===== config.mk =====
export PLATFORM = sky130hd
export DESIGN_NAME = alu_arbiter
export DESIGN_NICKNAME = d
export VERILOG_FILES = /design/src/rtl/alu_arb_pkg.sv /design/src/rtl/arb_rr2.sv /design/src/rtl/alu_arbiter.sv
export SDC_FILE = /design/constraint.sdc
export NUM_CORES = 1
export LEC_CHECK = 0
export CAP_MARGIN = 20
export CORE_MARGIN = 5
export CORE_UTILIZATION = 41
export DETAILED_ROUTE_END_ITERATION = 16
export HOLD_SLACK_MARGIN = 0.1
export PLACE_DENSITY = 0.93
export RECOVER_POWER = 25
export SLEW_MARGIN = 10
export SYNTH_ARGS = -nofsm -noshare
export SYNTH_HDL_FRONTEND = slang
export SYNTH_SLANG_ARGS = --single-unit

===== constraint.sdc =====
create_clock -name clock -period 2.2 [get_ports clock]
set_input_delay 0.55 -clock clock [delete_from_list [all_inputs] [get_ports clock]]
set_output_delay 0.55 -clock clock [all_outputs]
set_load 0.01 [all_outputs]

===== src/rtl/alu_arb_pkg.sv =====
// Shared types and constants for the two-requester ALU arbiter.
// Holds the FSM state encoding, the requester index type and the RV32I
// funct codes used by requesters to select ADD/SUB.

package alu_arb_pkg;

    // Controller states: IDLE accepts a request, EXEC drives the ALU,
    // RESP returns the captured result for one cycle.
    typedef enum logic [1:0] {
        IDLE = 2'd0,
        EXEC = 2'd1,
        RESP = 2'd2
    } state_e;

    // Requester index; also used as grant and owner encoding.
    typedef logic req_idx_t;

    localparam req_idx_t REQ0 = 1'b0;
    localparam req_idx_t REQ1 = 1'b1;

    // RV32I op selectors for the add/subtract pair.
    localparam logic [2:0] FUNCT3_ADD_SUB = 3'd0;
    localparam logic [6:0] FUNCT7_BASE    = 7'd0;
    localparam logic [6:0] FUNCT7_ALT     = 7'd32;

    // Latency counter width; covers ALU_LATENCY up to 15.
    localparam int CNT_W = 4;

    // The opposite requester, used for round-robin tie breaking.
    function automatic req_idx_t other_req(input req_idx_t r);
        return ~r;
    endfunction

endpackage


===== src/rtl/arb_rr2.sv =====
// Two-way combinational arbiter for the shared ALU.
// A single valid requester always wins. On a tie the requester that did not
// win last time is chosen, unless ALU_ARB_FIXED_PRIORITY_EN is defined, in
// which case requester 0 always wins and the last-grant input disappears.

module arb_rr2
    import alu_arb_pkg::*;
(
    input  logic     valid0_i,
    input  logic     valid1_i,
`ifndef ALU_ARB_FIXED_PRIORITY_EN
    input  req_idx_t last_grant_i,
`endif
    output logic     any_o,
    output req_idx_t grant_o
);

    assign any_o = valid0_i | valid1_i;

    // Grant selection: tie resolution depends on the build option.
    always_comb begin
        grant_o = REQ0;
        if (valid0_i && valid1_i) begin
`ifdef ALU_ARB_FIXED_PRIORITY_EN
            grant_o = REQ0;
`else
            grant_o = other_req(last_grant_i);
`endif
        end else if (valid1_i) begin
            grant_o = REQ1;
        end
    end

endmodule


===== src/rtl/alu_arbiter.sv =====
// Shares one RV32I ALU between two valid/ready requesters.
// One operation is in flight at a time: the winner's operands are latched
// onto the ALU inputs, held for ALU_LATENCY cycles, and the ALU result is
// returned as a one-cycle strobe to the requester that issued it.
// Build option: ALU_ARB_FIXED_PRIORITY_EN selects fixed priority (requester 0
// wins ties) instead of round-robin; the default build is round-robin.
//
// state | meaning
// IDLE  | ready offered to the granted requester; handshake latches the op
// EXEC  | ALU enabled with stable inputs; counts ALU_LATENCY cycles
// RESP  | one-cycle result strobe to the owner; no ready offered

module alu_arbiter
    import alu_arb_pkg::*;
#(
    parameter int DATA_WIDTH  = 32,
    parameter int ALU_LATENCY = 1
) (
    input  logic                  clock,
    input  logic                  reset_n,

    input  logic                  req0_valid,
    output logic                  req0_ready,
    input  logic [2:0]            req0_funct3,
    input  logic [6:0]            req0_funct7,
    input  logic [DATA_WIDTH-1:0] req0_rs1,
    input  logic [DATA_WIDTH-1:0] req0_rs2,
    output logic                  resp0_valid,
    output logic [DATA_WIDTH-1:0] resp0_data,

    input  logic                  req1_valid,
    output logic                  req1_ready,
    input  logic [2:0]            req1_funct3,
    input  logic [6:0]            req1_funct7,
    input  logic [DATA_WIDTH-1:0] req1_rs1,
    input  logic [DATA_WIDTH-1:0] req1_rs2,
    output logic                  resp1_valid,
    output logic [DATA_WIDTH-1:0] resp1_data,

    output logic                  alu_enable,
    output logic [2:0]            alu_funct3,
    output logic [6:0]            alu_funct7,
    output logic [DATA_WIDTH-1:0] alu_register_data_1,
    output logic [DATA_WIDTH-1:0] alu_register_data_2,
    input  logic [DATA_WIDTH-1:0] alu_register_data_out,

    output logic                  busy
);

    // The counter runs 0..ALU_LATENCY-1 while in EXEC; the last value marks
    // the edge on which the ALU result is valid and gets captured.
    localparam logic [CNT_W-1:0] CNT_LAST = CNT_W'(ALU_LATENCY - 1);
    localparam logic [CNT_W-1:0] CNT_ONE  = CNT_W'(1);

    state_e                state_q, state_d;
    req_idx_t              owner_q, owner_d;
`ifndef ALU_ARB_FIXED_PRIORITY_EN
    req_idx_t              last_grant_q, last_grant_d;
`endif
    logic [CNT_W-1:0]      cnt_q, cnt_d;
    logic [2:0]            funct3_q, funct3_d;
    logic [6:0]            funct7_q, funct7_d;
    logic [DATA_WIDTH-1:0] rs1_q, rs1_d;
    logic [DATA_WIDTH-1:0] rs2_q, rs2_d;
    logic [DATA_WIDTH-1:0] resp0_data_q, resp0_data_d;
    logic [DATA_WIDTH-1:0] resp1_data_q, resp1_data_d;

    logic                  any_valid;
    req_idx_t              grant;
    logic                  take;

    arb_rr2 u_arb (
        .valid0_i     (req0_valid),
        .valid1_i     (req1_valid),
`ifndef ALU_ARB_FIXED_PRIORITY_EN
        .last_grant_i (last_grant_q),
`endif
        .any_o        (any_valid),
        .grant_o      (grant)
    );

    // Ready is only ever offered in IDLE, and only to the granted requester,
    // so a handshake is simply "take" qualified by the grant.
    assign take        = (state_q == IDLE) && any_valid;
    assign req0_ready  = take && (grant == REQ0);
    assign req1_ready  = take && (grant == REQ1);

    assign alu_enable  = (state_q == EXEC);
    assign resp0_valid = (state_q == RESP) && (owner_q == REQ0);
    assign resp1_valid = (state_q == RESP) && (owner_q == REQ1);
    assign busy        = (state_q != IDLE);

    assign alu_funct3          = funct3_q;
    assign alu_funct7          = funct7_q;
    assign alu_register_data_1 = rs1_q;
    assign alu_register_data_2 = rs2_q;
    assign resp0_data          = resp0_data_q;
    assign resp1_data          = resp1_data_q;

    // Next-state and datapath-load decisions for the IDLE/EXEC/RESP sequence.
    always_comb begin
        state_d      = state_q;
        owner_d      = owner_q;
`ifndef ALU_ARB_FIXED_PRIORITY_EN
        last_grant_d = last_grant_q;
`endif
        cnt_d        = cnt_q;
        funct3_d     = funct3_q;
        funct7_d     = funct7_q;
        rs1_d        = rs1_q;
        rs2_d        = rs2_q;
        resp0_data_d = resp0_data_q;
        resp1_data_d = resp1_data_q;

        case (state_q)
            IDLE: begin
                if (take) begin
                    funct3_d     = (grant == REQ1) ? req1_funct3 : req0_funct3;
                    funct7_d     = (grant == REQ1) ? req1_funct7 : req0_funct7;
                    rs1_d        = (grant == REQ1) ? req1_rs1    : req0_rs1;
                    rs2_d        = (grant == REQ1) ? req1_rs2    : req0_rs2;
                    owner_d      = grant;
`ifndef ALU_ARB_FIXED_PRIORITY_EN
                    last_grant_d = grant;
`endif
                    cnt_d        = '0;
                    state_d      = EXEC;
                end
            end
            EXEC: begin
                cnt_d = cnt_q + CNT_ONE;
                if (cnt_q == CNT_LAST) begin
                    // Only the owner's result register moves; the other
                    // requester keeps seeing its previous result.
                    if (owner_q == REQ1) begin
                        resp1_data_d = alu_register_data_out;
                    end else begin
                        resp0_data_d = alu_register_data_out;
                    end
                    state_d = RESP;
                end
            end
            RESP: begin
                state_d = IDLE;
            end
            default: begin
                state_d = IDLE;
            end
        endcase
    end

    // State and datapath registers; reset aborts any op in flight.
    always_ff @(posedge clock or negedge reset_n) begin
        if (!reset_n) begin
            state_q      <= IDLE;
            owner_q      <= REQ0;
`ifndef ALU_ARB_FIXED_PRIORITY_EN
            last_grant_q <= REQ1;
`endif
            cnt_q        <= '0;
            funct3_q     <= '0;
            funct7_q     <= '0;
            rs1_q        <= '0;
            rs2_q        <= '0;
            resp0_data_q <= '0;
            resp1_data_q <= '0;
        end else begin
            state_q      <= state_d;
            owner_q      <= owner_d;
`ifndef ALU_ARB_FIXED_PRIORITY_EN
            last_grant_q <= last_grant_d;
`endif
            cnt_q        <= cnt_d;
            funct3_q     <= funct3_d;
            funct7_q     <= funct7_d;
            rs1_q        <= rs1_d;
            rs2_q        <= rs2_d;
            resp0_data_q <= resp0_data_d;
            resp1_data_q <= resp1_data_d;
        end
    end

endmodule


# Word-level counts from Yosys, hierarchy flattened
# Index checks and enable logic that the tools add are counted.
# classes
add_sub_neg,1
eq_ne,4
muxes,11
n_bitwise,4
n_reduce_logical,15
# op_table
op,n
32-bit 2-to-1 mux,2
4-bit case mux with 2 select lines,1
7-bit 2-to-1 mux,1
1-bit logical AND,6
2-bit AND reduction,3
3-bit AND reduction,2
"4-bit by 1-bit adder with 4-bit output, second input constant",1
4-bit zero test,1
2-bit 2-to-1 mux,2
4-bit 2-to-1 mux,1
2-bit case mux with 2 select lines,1
2-bit nonzero test,2
3-bit 2-to-1 mux,1
1-bit inverter,3
"2-bit by 1-bit equality test with 1-bit output, second input constant",1
"2-bit equality test, second input constant",1
2-bit zero test,1
1-bit 2-to-1 mux,2
"2-bit by 1-bit != test with 1-bit output, second input constant",1
"2-bit != test, second input constant",1
1-bit bitwise OR,1
# word_totals
ff_bits,146
inputBits,184
elab_cells,45

# Longest topological paths before layout
# logic_depth
ltp_word,4
ltp_mapped,6
ltp_nobuf,5

# By module
# A second synthesis with hierarchy kept.
# hier_totals
hier_cells,497
hier_area_um2,6188.4
# by_module_without_submodules
mod,instances,cells_per_inst,area_per_inst_um2
alu_arbiter,1,495,6174.7
arb_rr2,1,2,13.8

# Worst setup path after synthesis
# No wires, ideal clock.
# synth_path
kind,reg2out
from,register state_q[0]
to,output port req0_ready
t_arrival_ns,1.321
slack_ns,0.329
path_stages_with_launch,7
cell_sequence,dfrtp_1 -> nor2_2 -> inv_1 -> nor2_2 -> buf_4 -> buf_4 -> and2_1
# synth_via
elab_chain_len,3
# synth_rtl
element,line_no,text
start: declaration,alu_arbiter.sv:55,"state_e state_q, state_d;"
start signal: assignment,alu_arbiter.sv:168,state_q <= state_d;
2-bit zero test,alu_arbiter.sv:84,assign take = (state_q == IDLE) && any_valid;
1-bit logical AND,alu_arbiter.sv:84,
1-bit logical AND,alu_arbiter.sv:85,assign req0_ready = take && (grant == REQ0);
end: declaration,alu_arbiter.sv:23,"output logic req0_ready,"
# No other way between the ends.

# Worst setup path after layout
# layout_path
from,register state_q[1]
to,output port alu_enable
# layout_via
elab_chain_len,1
# layout_rtl
element,line_no,text
2-bit by 1-bit equality test with 1-bit output,alu_arbiter.sv:88,assign alu_enable = (state_q == EXEC);
end: declaration,alu_arbiter.sv:40,"output logic alu_enable,"
# No other way between the ends.

==> key figures <==
Routing
  – DRC Markers: 0
  – Initial drt markers: about 120
  – Antenna Violating Nets Remaining: 0
  – Via count: 4,841
  – First-pass DRT Iterations: 4
  – Wire length per cell: roughly 20 um
  – Total Routed Length: about 20,000 um
  – Via/cell ratio: slightly below 5

Yosys
  – Synth Area in Compound Gates: 0.01026
  – FF+latch count, synth: between 100 and 150
  – Yosys warns: 0
  – XOR/XNOR Fraction of Synth Area: 0
  – Synth Area in Adders: 0.003729
  – Post-synthesis cell type count: 29
  – Mapped Area: 6710 um2
  – Fraction of synthesized area in multiplexers: 0.3968
  – Main combinational cell family by area after synthesis: multiplexers
  – Seq/Total Area, Yosys: 0.5447
  – Simple-Gate Fraction of Synth Area: 0.01660
  – Synth Net Count: 601
  – Synthesized instance count: approximately 420
  – Mapped Avg Cell Area: between 15 and 20 um2

Layout
  – Fin cells: roughly 990
  – Layout area overhead: 62.56%
  – Final core utilization: 0.6842
  – Share of cells above drive strength 1: 0.3485
  – Diodes inserted: 0
  – Final #Nets: roughly 940

Placement
  – DP Cell Count: roughly 950
  – IO buf count: around 330
  – Post-placement worst setup slack: -0.4043 ns
  – Post-DP HPWL: roughly 15,000 um
  – Final GP Congestion: approximately 0.77

STA
  – Slew @ Worst Pin: 1.201 ns
  – Unrepaired setup endpoints after global routing: no
  – Endpoints failing hold: 0
  – F_max: approximately 0.47 GHz
  – PnR worst setup slack: roughly 0.073 ns
  – Setup TNS: 0 ns
  – Clk_skew: around 0.0068 ns
  – Rel. slew slack: 0.1995
  – Final worst-path cycle share: 0.9667
  – Slew Limit Fails: 0
  – Final count of negative-setup-slack endpoints: 0
  – Min Tclk post-route: 2.127 ns

Worst setup path
  – Critical path required time: 1.65 ns
  – Crit end category: output pin
  – Worst setup SP type: flop
  – Top Family by Delay on Critical Path: buffers and inverters
  – Critical path, cell by cell: nand2b_2 -> inv_1 -> dlygate4sd2_1
  – CP Data Arrival Time: ~1.6 ns
  – CP Max Fanout: 6
  – Max stage delay cell, worst path: dfrtp_1
  – Crit path largest cell delay: 0.40 ns
  – Crit path kind: flop to output pin
  – Crit path buf inv count: 2
  – Flop-to-flop setup slack: between 0.1 and 0.15 ns

GRT
  – Total track usage: 0.2082
  – GRT overflow: 0
  – First-pass GRT wire length: roughly 30,000 um
  – Number of antenna violations at the first check in global routing: 0
  – Number of global-route vias before repair: between 5,000 and 6,000
  – Pin count of the biggest net entering global routing: 50

Floorplanning
  – DIE AREA: between 15,000 and 20,000 um2
  – Core area: ~16,000 um2
  – Die H: ~140 um
  – Starting Density: 0.4209
  – Die W: between 100 and 150 um
  – I/O Pins: 328
  – Row count: 46

CTS
  – Longest Clk Path Bufs: 2
  – CTS tree: yes
  – CTS clk-pin slew, worst paths: ~0.060 ns
  – Clock Latency Late Sink: between 0.4 and 0.5 ns
  – H-Tree Level Count: 4
  – CTS Buf Count: 17
  – CTS sink count: about 150
  – Root Driver: clkbuf_16

Run status
  – Run status: complete, no violations

Worst hold path
  – Class of the worst hold path: flop to flop

Job
  – Max cap viols: 0

Power
  – PwrDens: ~1400 nW/um2
  – Leakage: around 4.7 nW
  – Worst IR drop on VDD: a little under 0.9 mV
-- cell usage in the layout, fill, tap and decap left out, types with 2 or more instances in the layout --
cell type and count:
mux2i_1 2, clkbuf_16 17, nor2_2 2, nor3b_1 2, clkinv_2 3, clkdlybuf4s50_1 318, clkinv_4 3, nor2_1 2
clkbuf_2 2, inv_1 4, mux2_2 141, dfrtp_1 144, mux2_1 3, ha_1 2, o21ai_0 5, bufinv_16 4
clkinvlp_4 2, mux2_4 68, dlygate4sd2_1 5, nand2_1 2, buf_12 6, buf_2 2, buf_4 8
-- layout make-up --
cell class,instances,area [um2]
clock buffer,18,439.2
clock inverter,13,185.2
fill,1072,5035
inverter,4,15.01
multi-input combinational,243,2882
sequential,146,3656
tap,216,270.3
timing repair buffer,345,3461
-- what timing repair did --
item	in CTS	in global routing
endpoints found under the setup margin	6	2
hold buffers	1	0
pin swaps	0	0
endpoints found under the hold margin	42	0
buffers inserted	0	0
resized for setup	14	2
-- cell families after synthesis --
logic type | Yosys count
adder cells (fa/ha/maj) | 2
AO/OA/AOI/OAI | 11
AND/OR/NAND/NOR | 16
flip-flops | 146
buffers and inverters | 26
multiplexers | 214
-- cell usage after synthesis --
| cell | count | area, um2 |
|---|---|---|
| and2_1 | 1 | 6.260 |
| and3b_1 | 1 | 8.760 |
| o211ai_1 | 1 | 7.510 |
| mux2_2 | 141 | 1588 |
| nand2_1 | 2 | 7.510 |
| nand2b_2 | 1 | 8.760 |
| nor2_1 | 3 | 11.26 |
| nand4_1 | 1 | 6.260 |
| mux2_1 | 3 | 33.78 |
| nand3_2 | 1 | 10.01 |
| nor3b_1 | 2 | 15.01 |
| nor3_4 | 1 | 16.27 |
| buf_4 | 5 | 37.54 |
| o21ai_0 | 5 | 25.02 |
| a21oi_1 | 1 | 5.000 |
| a31oi_1 | 1 | 6.260 |
| or3b_1 | 1 | 8.760 |
| nor2_2 | 2 | 12.51 |
| buf_2 | 9 | 45.04 |
| ha_1 | 2 | 25.02 |
| mux2_4 | 68 | 1021 |
| mux2i_1 | 2 | 20.02 |
| buf_6 | 8 | 90.09 |
| dfstp_2 | 1 | 26.28 |
| a21o_1 | 1 | 7.510 |
| o31ai_1 | 1 | 7.510 |
| dfrtp_1 | 145 | 3628 |
| a21bo_2 | 1 | 10.01 |
| inv_1 | 4 | 15.01 |
-- stage by stage --
step | power (mW) | area, um2 | hold slack [ns]
detailed placement | 12.43 | 10300 | 0.4915
floorplan | 8.427 | 6710 | 0.2544
finish | 15.33 | 10910 | 0.5042
CTS | 15.53 | 10920 | 0.5050
global placement | 12.07 | 10300 | 0.4691
global route | 16.13 | 10910 | 0.5216
-- state kept, by name (all words and copies together) (netlist names) --
name,count
alu_funct3,3
cnt_q,4
alu_register_data_1,32
state_q,2
alu_register_data_2,32
resp0_data,32
alu_funct7,7
resp1_data,32
owner_q,1
last_grant_q,1
-- final timing paths --
| check | to | startpoint | cells after the start |
|---|---|---|---|
| worst max-delay path | alu_enable | state_q[1]$_DFFE_PN0P_ | 3 |
| worst min-delay path | cnt_q[3]$_DFFE_PN0P_ | cnt_q[3]$_DFFE_PN0P_ | 1 |
| worst max register to register | alu_register_data_2[30]$_DFFE_PN0P_ | state_q[1]$_DFFE_PN0P_ | 6 |
| worst min register to register | cnt_q[3]$_DFFE_PN0P_ | cnt_q[3]$_DFFE_PN0P_ | 1 |
| max in group asynchronous | alu_funct7[0]$_DFFE_PN0P_ | reset_n | 3 |
| min in group asynchronous | resp0_data[2]$_DFFE_PN0P_ | reset_n | 2 |
-- report_power, final --
part / internal, mW / switching [mW]
clock network: 1.92 / 1.11
logic: 4.62 / 2.75
registers: 4.09 / 0.837
total: 10.6 / 4.69
-- worst reg2reg max path, delay by kind of cell, from the launching register on --
family	cells	cell delay, ns
AND/OR/NAND/NOR	2	0.27
flip-flops	1	0.40
multiplexers	1	0.43
buffers and inverters	3	0.85
-- metal layers --
layer  share of wire  track usage  vias to the layer above
met5               0            0                        -
met4           0.034      0.08617                        0
met3           0.084      0.07003                       47
met2            0.54       0.3804                      236
met1            0.35       0.2184                     2379
li1                -            -                     2179
Power figures use the tool's default switching activity.
